### src/rtl/fp_cvt_arb.sv
// Two-requester front end for a shared fixed-latency fp_cvt unit: round-robin issue,
// in-flight tag tracking and per-requester response FIFOs with credit-gated acceptance.
module fp_cvt_arb #(
  parameter int LAT  = 2,
  parameter int TAGW = 4
) (
  input  logic            clock,
  input  logic            reset,
  input  logic            r0_valid,
  output logic            r0_ready,
  input  logic            r0_f2i,
  input  logic [1:0]      r0_op,
  input  logic [2:0]      r0_rm,
  input  logic [32:0]     r0_data,
  input  logic [TAGW-1:0] r0_tag,
  input  logic            r1_valid,
  output logic            r1_ready,
  input  logic            r1_f2i,
  input  logic [1:0]      r1_op,
  input  logic [2:0]      r1_rm,
  input  logic [32:0]     r1_data,
  input  logic [TAGW-1:0] r1_tag,
  output logic            u_valid,
  output logic            u_f2i,
  output logic [1:0]      u_op,
  output logic [2:0]      u_rm,
  output logic [32:0]     u_data,
  input  logic            u_res_valid,
  input  logic [31:0]     u_res,
  input  logic [4:0]      u_flags,
  output logic            s0_valid,
  input  logic            s0_ready,
  output logic [31:0]     s0_result,
  output logic [4:0]      s0_flags,
  output logic [TAGW-1:0] s0_tag,
  output logic            s1_valid,
  input  logic            s1_ready,
  output logic [31:0]     s1_result,
  output logic [4:0]      s1_flags,
  output logic [TAGW-1:0] s1_tag,
  output logic            err
);
  localparam int DEPTH = LAT + 1;
  localparam int PW    = $clog2(DEPTH);
  localparam int CW    = $clog2(DEPTH + 1);
  localparam int WW    = $clog2(LAT + 2);

  function automatic logic [PW-1:0] ptr_inc(input logic [PW-1:0] p);
    return (p == PW'(DEPTH - 1)) ? '0 : p + PW'(1);
  endfunction

  logic [1:0]      credit, elig, grant, push, pop;
  logic            ptr;
  logic            vld_p1, f2i_p1, id_p1;
  logic [1:0]      op_p1;
  logic [2:0]      rm_p1;
  logic [32:0]     data_p1;
  logic [TAGW-1:0] tag_p1;
  logic            trk_v   [LAT];
  logic            trk_id  [LAT];
  logic [TAGW-1:0] trk_tag [LAT];
  logic [31:0]     f_res [2][DEPTH];
  logic [4:0]      f_flg [2][DEPTH];
  logic [TAGW-1:0] f_tag [2][DEPTH];
  logic [PW-1:0]   rd_ptr [2];
  logic [PW-1:0]   wr_ptr [2];
  logic [CW-1:0]   occ [2];
  logic [CW-1:0]   infl [2];
  logic [WW-1:0]   warm;
  logic            warm_on, out_v, out_id, res_ok, err_set;

  // Outstanding work per requester = FIFO entries + issue register + track entries.
  always_comb begin
    for (int n = 0; n < 2; n++) begin
      infl[n] = '0;
      if (vld_p1 && id_p1 == 1'(n)) infl[n] = infl[n] + CW'(1);
      for (int k = 0; k < LAT; k++)
        if (trk_v[k] && trk_id[k] == 1'(n)) infl[n] = infl[n] + CW'(1);
      credit[n] = (int'(occ[n]) + int'(infl[n])) < DEPTH;
    end
  end

  assign elig     = {r1_valid, r0_valid} & credit;
  assign grant[0] = elig[0] & (~elig[1] | ~ptr);
  assign grant[1] = elig[1] & (~elig[0] | ptr);
  assign r0_ready = grant[0];
  assign r1_ready = grant[1];

  // Stage p1: issue register feeding the shared unit
  always_ff @(posedge clock) begin
    if (reset) begin
      ptr     <= 1'b0;
      vld_p1  <= 1'b0;
      id_p1   <= 1'b0;
      f2i_p1  <= 1'b0;
      op_p1   <= '0;
      rm_p1   <= '0;
      data_p1 <= '0;
      tag_p1  <= '0;
    end else begin
      vld_p1 <= |grant;
      if (|grant) begin
        ptr     <= grant[0];
        id_p1   <= grant[1];
        f2i_p1  <= grant[1] ? r1_f2i  : r0_f2i;
        op_p1   <= grant[1] ? r1_op   : r0_op;
        rm_p1   <= grant[1] ? r1_rm   : r0_rm;
        data_p1 <= grant[1] ? r1_data : r0_data;
        tag_p1  <= grant[1] ? r1_tag  : r0_tag;
      end
    end
  end

  assign u_valid = vld_p1;
  assign u_f2i   = f2i_p1;
  assign u_op    = op_p1;
  assign u_rm    = rm_p1;
  assign u_data  = data_p1;

  // Track stages: last entry lines up with the unit's result strobe
  always_ff @(posedge clock) begin
    if (reset) begin
      for (int k = 0; k < LAT; k++) begin
        trk_v[k]   <= 1'b0;
        trk_id[k]  <= 1'b0;
        trk_tag[k] <= '0;
      end
    end else begin
      trk_v[0]   <= vld_p1;
      trk_id[0]  <= id_p1;
      trk_tag[0] <= tag_p1;
      for (int k = 1; k < LAT; k++) begin
        trk_v[k]   <= trk_v[k-1];
        trk_id[k]  <= trk_id[k-1];
        trk_tag[k] <= trk_tag[k-1];
      end
    end
  end

  // Results from work issued before reset may still arrive during the warm-up window.
  assign warm_on = (warm != WW'(LAT + 1));
  assign out_v   = trk_v[LAT-1];
  assign out_id  = trk_id[LAT-1];
  assign res_ok  = u_res_valid & ~warm_on;
  assign err_set = (res_ok & ~out_v) | (out_v & ~u_res_valid);
  assign push[0] = res_ok & out_v & ~out_id;
  assign push[1] = res_ok & out_v & out_id;
  assign pop[0]  = s0_ready & s0_valid;
  assign pop[1]  = s1_ready & s1_valid;

  always_ff @(posedge clock) begin
    if (reset) begin
      warm <= '0;
      err  <= 1'b0;
    end else begin
      if (warm_on) warm <= warm + WW'(1);
      if (err_set) err <= 1'b1;
    end
  end

  // Response FIFOs
  always_ff @(posedge clock) begin
    if (reset) begin
      for (int n = 0; n < 2; n++) begin
        rd_ptr[n] <= '0;
        wr_ptr[n] <= '0;
        occ[n]    <= '0;
        for (int d = 0; d < DEPTH; d++) begin
          f_res[n][d] <= '0;
          f_flg[n][d] <= '0;
          f_tag[n][d] <= '0;
        end
      end
    end else begin
      for (int n = 0; n < 2; n++) begin
        if (push[n]) begin
          f_res[n][wr_ptr[n]] <= u_res;
          f_flg[n][wr_ptr[n]] <= u_flags;
          f_tag[n][wr_ptr[n]] <= trk_tag[LAT-1];
          wr_ptr[n]           <= ptr_inc(wr_ptr[n]);
        end
        if (pop[n]) rd_ptr[n] <= ptr_inc(rd_ptr[n]);
        if (push[n] && !pop[n])      occ[n] <= occ[n] + CW'(1);
        else if (!push[n] && pop[n]) occ[n] <= occ[n] - CW'(1);
      end
    end
  end

  assign s0_valid  = (occ[0] != '0);
  assign s0_result = f_res[0][rd_ptr[0]];
  assign s0_flags  = f_flg[0][rd_ptr[0]];
  assign s0_tag    = f_tag[0][rd_ptr[0]];
  assign s1_valid  = (occ[1] != '0);
  assign s1_result = f_res[1][rd_ptr[1]];
  assign s1_flags  = f_flg[1][rd_ptr[1]];
  assign s1_tag    = f_tag[1][rd_ptr[1]];

endmodule

### config.mk
export PLATFORM = sky130hd
export DESIGN_NAME = fp_cvt_arb
export DESIGN_NICKNAME = d
export VERILOG_FILES = /design/src/rtl/fp_cvt_arb.sv
export SDC_FILE = /design/constraint.sdc
export NUM_CORES = 1
export LEC_CHECK = 0
export BUFFER_PORTS_ARGS = -buffer_cell sky130_fd_sc_hd__buf_4
export CAP_MARGIN = 20
export CORE_ASPECT_RATIO = 0.9
export CORE_UTILIZATION = 45
export CTS_BUF_LIST = sky130_fd_sc_hd__clkbuf_2
export CTS_CLUSTER_DIAMETER = 60
export CTS_CLUSTER_SIZE = 8
export DETAILED_ROUTE_END_ITERATION = 6
export GPL_TIMING_DRIVEN = 0
export PLACE_DENSITY = 0.68
export SLEW_MARGIN = 0
export SYNTH_ARGS = -nofsm -noshare
export SYNTH_HDL_FRONTEND = slang
export SYNTH_SLANG_ARGS = --single-unit
### constraint.sdc
create_clock -name clock -period 2.85 [get_ports clock]
set_clock_uncertainty 0.2 [all_clocks]
set_input_delay 0.57 -clock clock [delete_from_list [all_inputs] [get_ports clock]]
set_output_delay 0.57 -clock clock [all_outputs]
set_load 0.03 [all_outputs]
* Word-level counts from Yosys, hierarchy flattened *
Memory sizes are Yosys's and may differ from the RTL's.
Index checks and enable logic that the tools add are counted.

word-level totals
  word-level logic and storage cells = 693
  bits in writable memories = 270
  flip-flop bits (word level) = 49
  bits of input ports = 130
  memories kept = 9

memories
  memory           depth  width  rd ports  clocked after memory_dff  write ports  RTL line  RTL
  f_res            2      96     2         0                         2            62        logic [31:0] f_res [2][DEPTH];
  f_flg            2      15     2         0                         2            63        logic [4:0] f_flg [2][DEPTH];
  f_tag            2      12     2         0                         2            64        logic [TAGW-1:0] f_tag [2][DEPTH];
  trk_tag          2      4      2         0                         2            61        logic [TAGW-1:0] trk_tag [LAT];
  occ              2      2      2         0                         2            67        logic [CW-1:0] occ [2];
  rd_ptr           2      2      2         0                         2            65        logic [PW-1:0] rd_ptr [2];
  3 more memories  n/a    n/a    n/a       n/a                       n/a          n/a

cells by class
  mux-type cells = 340
  magnitude comparators = 8
  add/subtract/negate cells = 15
  bitwise gates (word level) = 287
  eq/ne operators = 5
  reduce and logical (&&, ||, !) cells = 19

operators by type and width
  operator                                                       number
  1-bit two-way mux                                              282
  1-bit bitwise OR                                               263
  32-bit two-way mux                                             6
  96-bit two-way mux                                             2
  32-bit binary-select mux with 2-bit select                     2
  32-bit demux with 2-bit select                                 2
  4-bit two-way mux                                              9
  2-bit two-way mux                                              17
  33-bit two-way mux                                             1
  15-bit two-way mux                                             2
  5-bit two-way mux                                              6
  12-bit two-way mux                                             2
  2-bit by 1-bit adder with 2-bit output, second input constant  11
  5-bit binary-select mux with 2-bit select                      2
  5-bit demux with 2-bit select                                  2
  4-bit binary-select mux with 2-bit select                      2
  4-bit demux with 2-bit select                                  2
  3-bit >= comparator, second input constant                     4
  1-bit logical AND                                              12
  2-bit inverter with 3-bit output                               4
  1-bit AND                                                      10
  1-bit inverter                                                 9
  2-bit equality test, second input constant                     4
  2-bit by 2-bit adder with 3-bit output                         2
  other kinds (9)                                                16

* Logic depth before layout (Yosys ltp) *
  depth in word-level cells = 14
  mapped depth = 13
  mapped depth without buffers = 11

* Least setup slack after synthesis *
Ideal clock, no wire load.

  kind = register to output
  start = register vld_p1, in the netlist u_valid
  end = output r0_ready
  stages on the path, launching flop included = 13
  data arrival time = 3.057 ns
  data required time = 2.080 ns
  setup slack = -0.977 ns
  cell sequence = dfxtp_1 > nor2b_1 > ha_1 > xnor2_1 > ha_1 > inv_1 > fa_1 > nor2b_1 > o311ai_2 > buf_4 > buf_6 > inv_1 > nor2_1

between the ends
  longest elaborated chain between the ends = 12
  elaborated cells on any way between the ends = 20

RTL lines
  element                                                RTL line  RTL
  start, declared                                        54        logic vld_p1, f2i_p1, id_p1;
  start signal, assigned                                 101       vld_p1 <= |grant;
  1-bit logical AND                                      76        if (vld_p1 && id_p1 == 1'(n)) infl[n] = infl[n] + CW'(1);
  1-bit two-way mux                                      76
  2-bit by 1-bit adder with 2-bit output                 78        if (trk_v[k] && trk_id[k] == 1'(n)) infl[n] = infl[n] + CW'(1);
  2-bit two-way mux                                      78
  2-bit by 1-bit adder with 2-bit output                 78
  2-bit two-way mux                                      78
  2-bit by 2-bit adder with 3-bit output                 79        credit[n] = (int'(occ[n]) + int'(infl[n])) < DEPTH;
  3-bit by 2-bit less-than comparator with 1-bit output  79
  2-bit AND *                                            83        assign elig = {r1_valid, r0_valid} & credit;
  1-bit inverter                                         84        assign grant[0] = elig[0] & (~elig[1] | ~ptr);
  1-bit bitwise OR                                       84
  1-bit AND *                                            84
  end, declared                                          10        output logic r0_ready,

Mark *: on every way between the ends. The rest lies on a longest branch, timed or not.

==> results.sh <==
export IMPL_status="complete, but fails checks"
export IMPL_failed_checks="negative setup slack"
export IMPL_fin_nets=1779
export IMPL_gp_congestion=0.828
export IMPL_relSlewSlack=0.562
export IMPL_yosys_area_share_simple=0.160
export IMPL_worst_hold_slack_ns=0.0742
export IMPL_hp_class="primary input to flop"
export IMPL_drcViolationCount=0
export IMPL_insertion_delay_ns=0.82
export IMPL_arrival_ns=3.34
export IMPL_worstSetupStartpointType="flop"
export IMPL_leakagePower_nw=9.87
export IMPL_wl_per_cell_um=23.3
export IMPL_tritoncts="done"
export IMPL_tightestPinTransition_ns=0.657
export IMPL_min_period_ns=4.11
export IMPL_path_class="flop to output port"
export IMPL_path_cells="nand2b_4 > inv_4 > ha_4 > xnor2_2 > ha_2 > inv_2 > fa_1 > nor2b_4 > o311ai_4 > buf_12 > clkinvlp_4 > nor2_4 > buf_6"
export IMPL_die_area_um2=32300
export IMPL_place_ws_ns=-0.669
export IMPL_grt_max_degree=31
export IMPL_cp_end_kind="output port"
export IMPL_synth_top_area_share=0.545
export IMPL_seq_power_share=0.491
export IMPL_syn_inst=1133
export IMPL_ir_worst_vdd_uv=289
export IMPL_drive_above_1_share=0.404
export IMPL_clockBufferDepth=3
export IMPL_syn_num_nets=1281
export IMPL_p_int_mw=7.45
export IMPL_row_count=61
export IMPL_fin_area_um2=21400
export IMPL_cp_slowest_cell="fa_1"
export IMPL_synth_top_family_by_area="simple AND/OR/NAND/NOR gates"
export IMPL_first_pass_iters=7
export IMPL_synthAdderAreaFrac=0.0169
export IMPL_io_pins=257
export IMPL_synth_edf_count=258
export IMPL_worstPathRequired_ns=2.08
export IMPL_finalPower_mw=11.0
export IMPL_async_flop_share=0
export IMPL_finalHoldViolCount=0
export IMPL_groute_usage_overall=0.282
export IMPL_dieWidth_um=189
export IMPL_ys_seq_elements=319
export IMPL_synth_main_ff_cell="edfxtp_1"
export IMPL_ys_warn_count=0
export IMPL_rsz0062_at_grt="true"
export IMPL_drt_initial_drc_count=1098
export IMPL_synth_avg_cell_area_um2=12.5
export IMPL_htree_levels=2
export IMPL_vias_per_cell=5.65
export IMPL_yosysTopAreaCell="edfxtp_1"
export IMPL_synth_area_leaders="edfxtp_1 54%, and3_1 11%, mux2i_1 8.9%"
export IMPL_max_cap_viol_count=0
export IMPL_maxSlewViolCount=0
export IMPL_post_synth_top_count_cell="edfxtp_1"
export IMPL_hpwl_um=28400
export IMPL_core_um2=31000
export IMPL_cts_buffers_inserted=45
export IMPL_grt_pass1_vias=11550
export IMPL_cp_max_fo=2
export IMPL_synth_compound_area_share=0.0640
export IMPL_fin_crit_sh=1.44
export IMPL_combPwrFrac=0.314
export IMPL_finish_utilization=0.690
export IMPL_path_clk_slew_ns=0.16
export IMPL_yosysSeqAreaShare=0.631
export IMPL_setup_viol=127
export IMPL_placed_area_um2=16900
export IMPL_vias=11636
export IMPL_root_buffer="clkbuf_2"
export IMPL_port_buffers=256
export IMPL_start_util=0.459
export IMPL_max_stage_delay_ns=0.55
export IMPL_clockPowerShare=0.195
export IMPL_area_delta_synth_final_pct=50.5
export IMPL_wirelength_um=48000
export IMPL_ys_top_cells_by_count="258 x edfxtp_1, 246 x and3_1, 126 x mux2i_1"
export IMPL_cts_sinks=319
export IMPL_fmax_mhz=243
export IMPL_die_h_um=171
export IMPL_grt_pass1_wl_um=67800
export IMPL_p_sw_frac=0.326
export IMPL_p_sw_mw=3.60
export IMPL_muxShareOfSynthArea=0.0887
export IMPL_syn_cell_area_um2=14200
export IMPL_antenna_found_initial=1
export IMPL_grt_overflow=0
export IMPL_synthDistinctLibCells=39
export IMPL_p_per_area_nw_per_um2=516
export IMPL_synth_xor_area_share=0.00185
export IMPL_fin_ws_ns=-1.26
export IMPL_ant_nets=0
-- placed cells by master, fill, tap and decap left out, types with 12 or more instances in the layout --
cell type      Yosys  routed
buf_6              9      94
nand2_1          105      24
nor2b_1           18      15
clkbuf_2          11      77
o21ai_1            0      12
edfxtp_1         258     258
dlygate4sd3_1      0     126
o21ai_4            0      41
inv_1             19      14
clkbuf_16          0      13
dfxtp_1           61      57
mux2i_1          126     100
clkbuf_1          55      33
mux2i_2            0      23
nand2_2            2      18
buf_4              1     203
o21ai_2            0      28
nand2_4            0      64
o2bb2ai_1         44      41
buf_12             0      28
and3_1           246     246
-- flip-flops by register name, indices dropped and copies added, names as in the netlist, 2 cells and up --
name,count
tag_p1,4
wr_ptr,4
f_tag,24
u_op,2
warm,2
trk_v,2
f_flg,30
occ,4
u_data,33
trk_tag,8
f_res,192
rd_ptr,4
trk_id,2
u_rm,3
-- per-stage QoR --
stage | cells | TNS, ns
4_1_cts | 2048 | -42.56
3_5_place_dp | 1804 | -35.43
3_3_place_gp | 1798 | -257.46
2_1_floorplan | 1133 | -0.909
5_1_grt | 2058 | -37.03
6_report | 2058 | -24.30
-- power groups by stage --
| stage | Sequential, mW | Combinational, mW | Clock [mW] |
|---|---|---|---|
| floorplan | 5.63 | 1.13 | 0 |
| global placement | 5.50 | 2.17 | 0 |
| detailed placement | 5.49 | 2.23 | 0 |
| CTS | 5.40 | 3.15 | 2.16 |
| global route | 5.45 | 3.61 | 2.33 |
| finish | 5.42 | 3.47 | 2.15 |
-- layer usage --
metal	track usage	vias to the layer above	part of all wire
met1	0.342	5636	0.37
li1	-	5205	-
met2	0.495	675	0.49
met3	0.0607	120	0.092
met4	0.100	0	0.040
met5	0	-	0
-- final timing paths --
check                 from             to  slack [ns]  cells past startpoint
max           trk_id[0][0]       r0_ready       -1.26                     13
min               s0_ready      occ[0][1]        0.07                      4
max reg2reg   trk_id[0][0]     u_data[10]       -0.33                     14
min reg2reg  trk_tag[0][0]  trk_tag[0][4]        0.26                      1
-- worst max-delay path, delay by kind of cell, from the launching register on --
kind                       cells  cell delay, ns
adders and majority gates      3            1.00
buffers and inverters          5            0.47
DFF                            1            0.36
AOI/OAI and AO/OA              1            0.30
and+or+nand+nor                3            0.29
xor gates and xnor gates       1            0.10
-- final cells by class --
cell class | instances | area (µm²)
inverter | 19 | 77.6
antenna | 1 | 2.50
timing repair buffer | 453 | 4540
sequential | 319 | 8980
fill | 2059 | 9590
multi-input combinational | 702 | 6120
tap | 409 | 512
clock inverter | 1 | 3.75
clock buffer | 63 | 315
buffer | 91 | 842
-- cell families after synthesis --
kind of cell             count (synthesis)
multiplexers                           126
adder cells (fa/ha/maj)                 18
buffers and inverters                  113
AND/OR/NAND/NOR                        410
XOR/XNOR                                 3
AO/OA/AOI/OAI                          144
flip-flops                             319
-- repair_timing --
action	CTS	global route
pin swaps	46	49
hold endpoints to repair	268	1
gates resized for setup	429	212
cloned	13	4
hold buffers	125	1
setup buffers	43	13
endpoints found under the setup margin	299	255
Power figures use the tool's default switching activity.
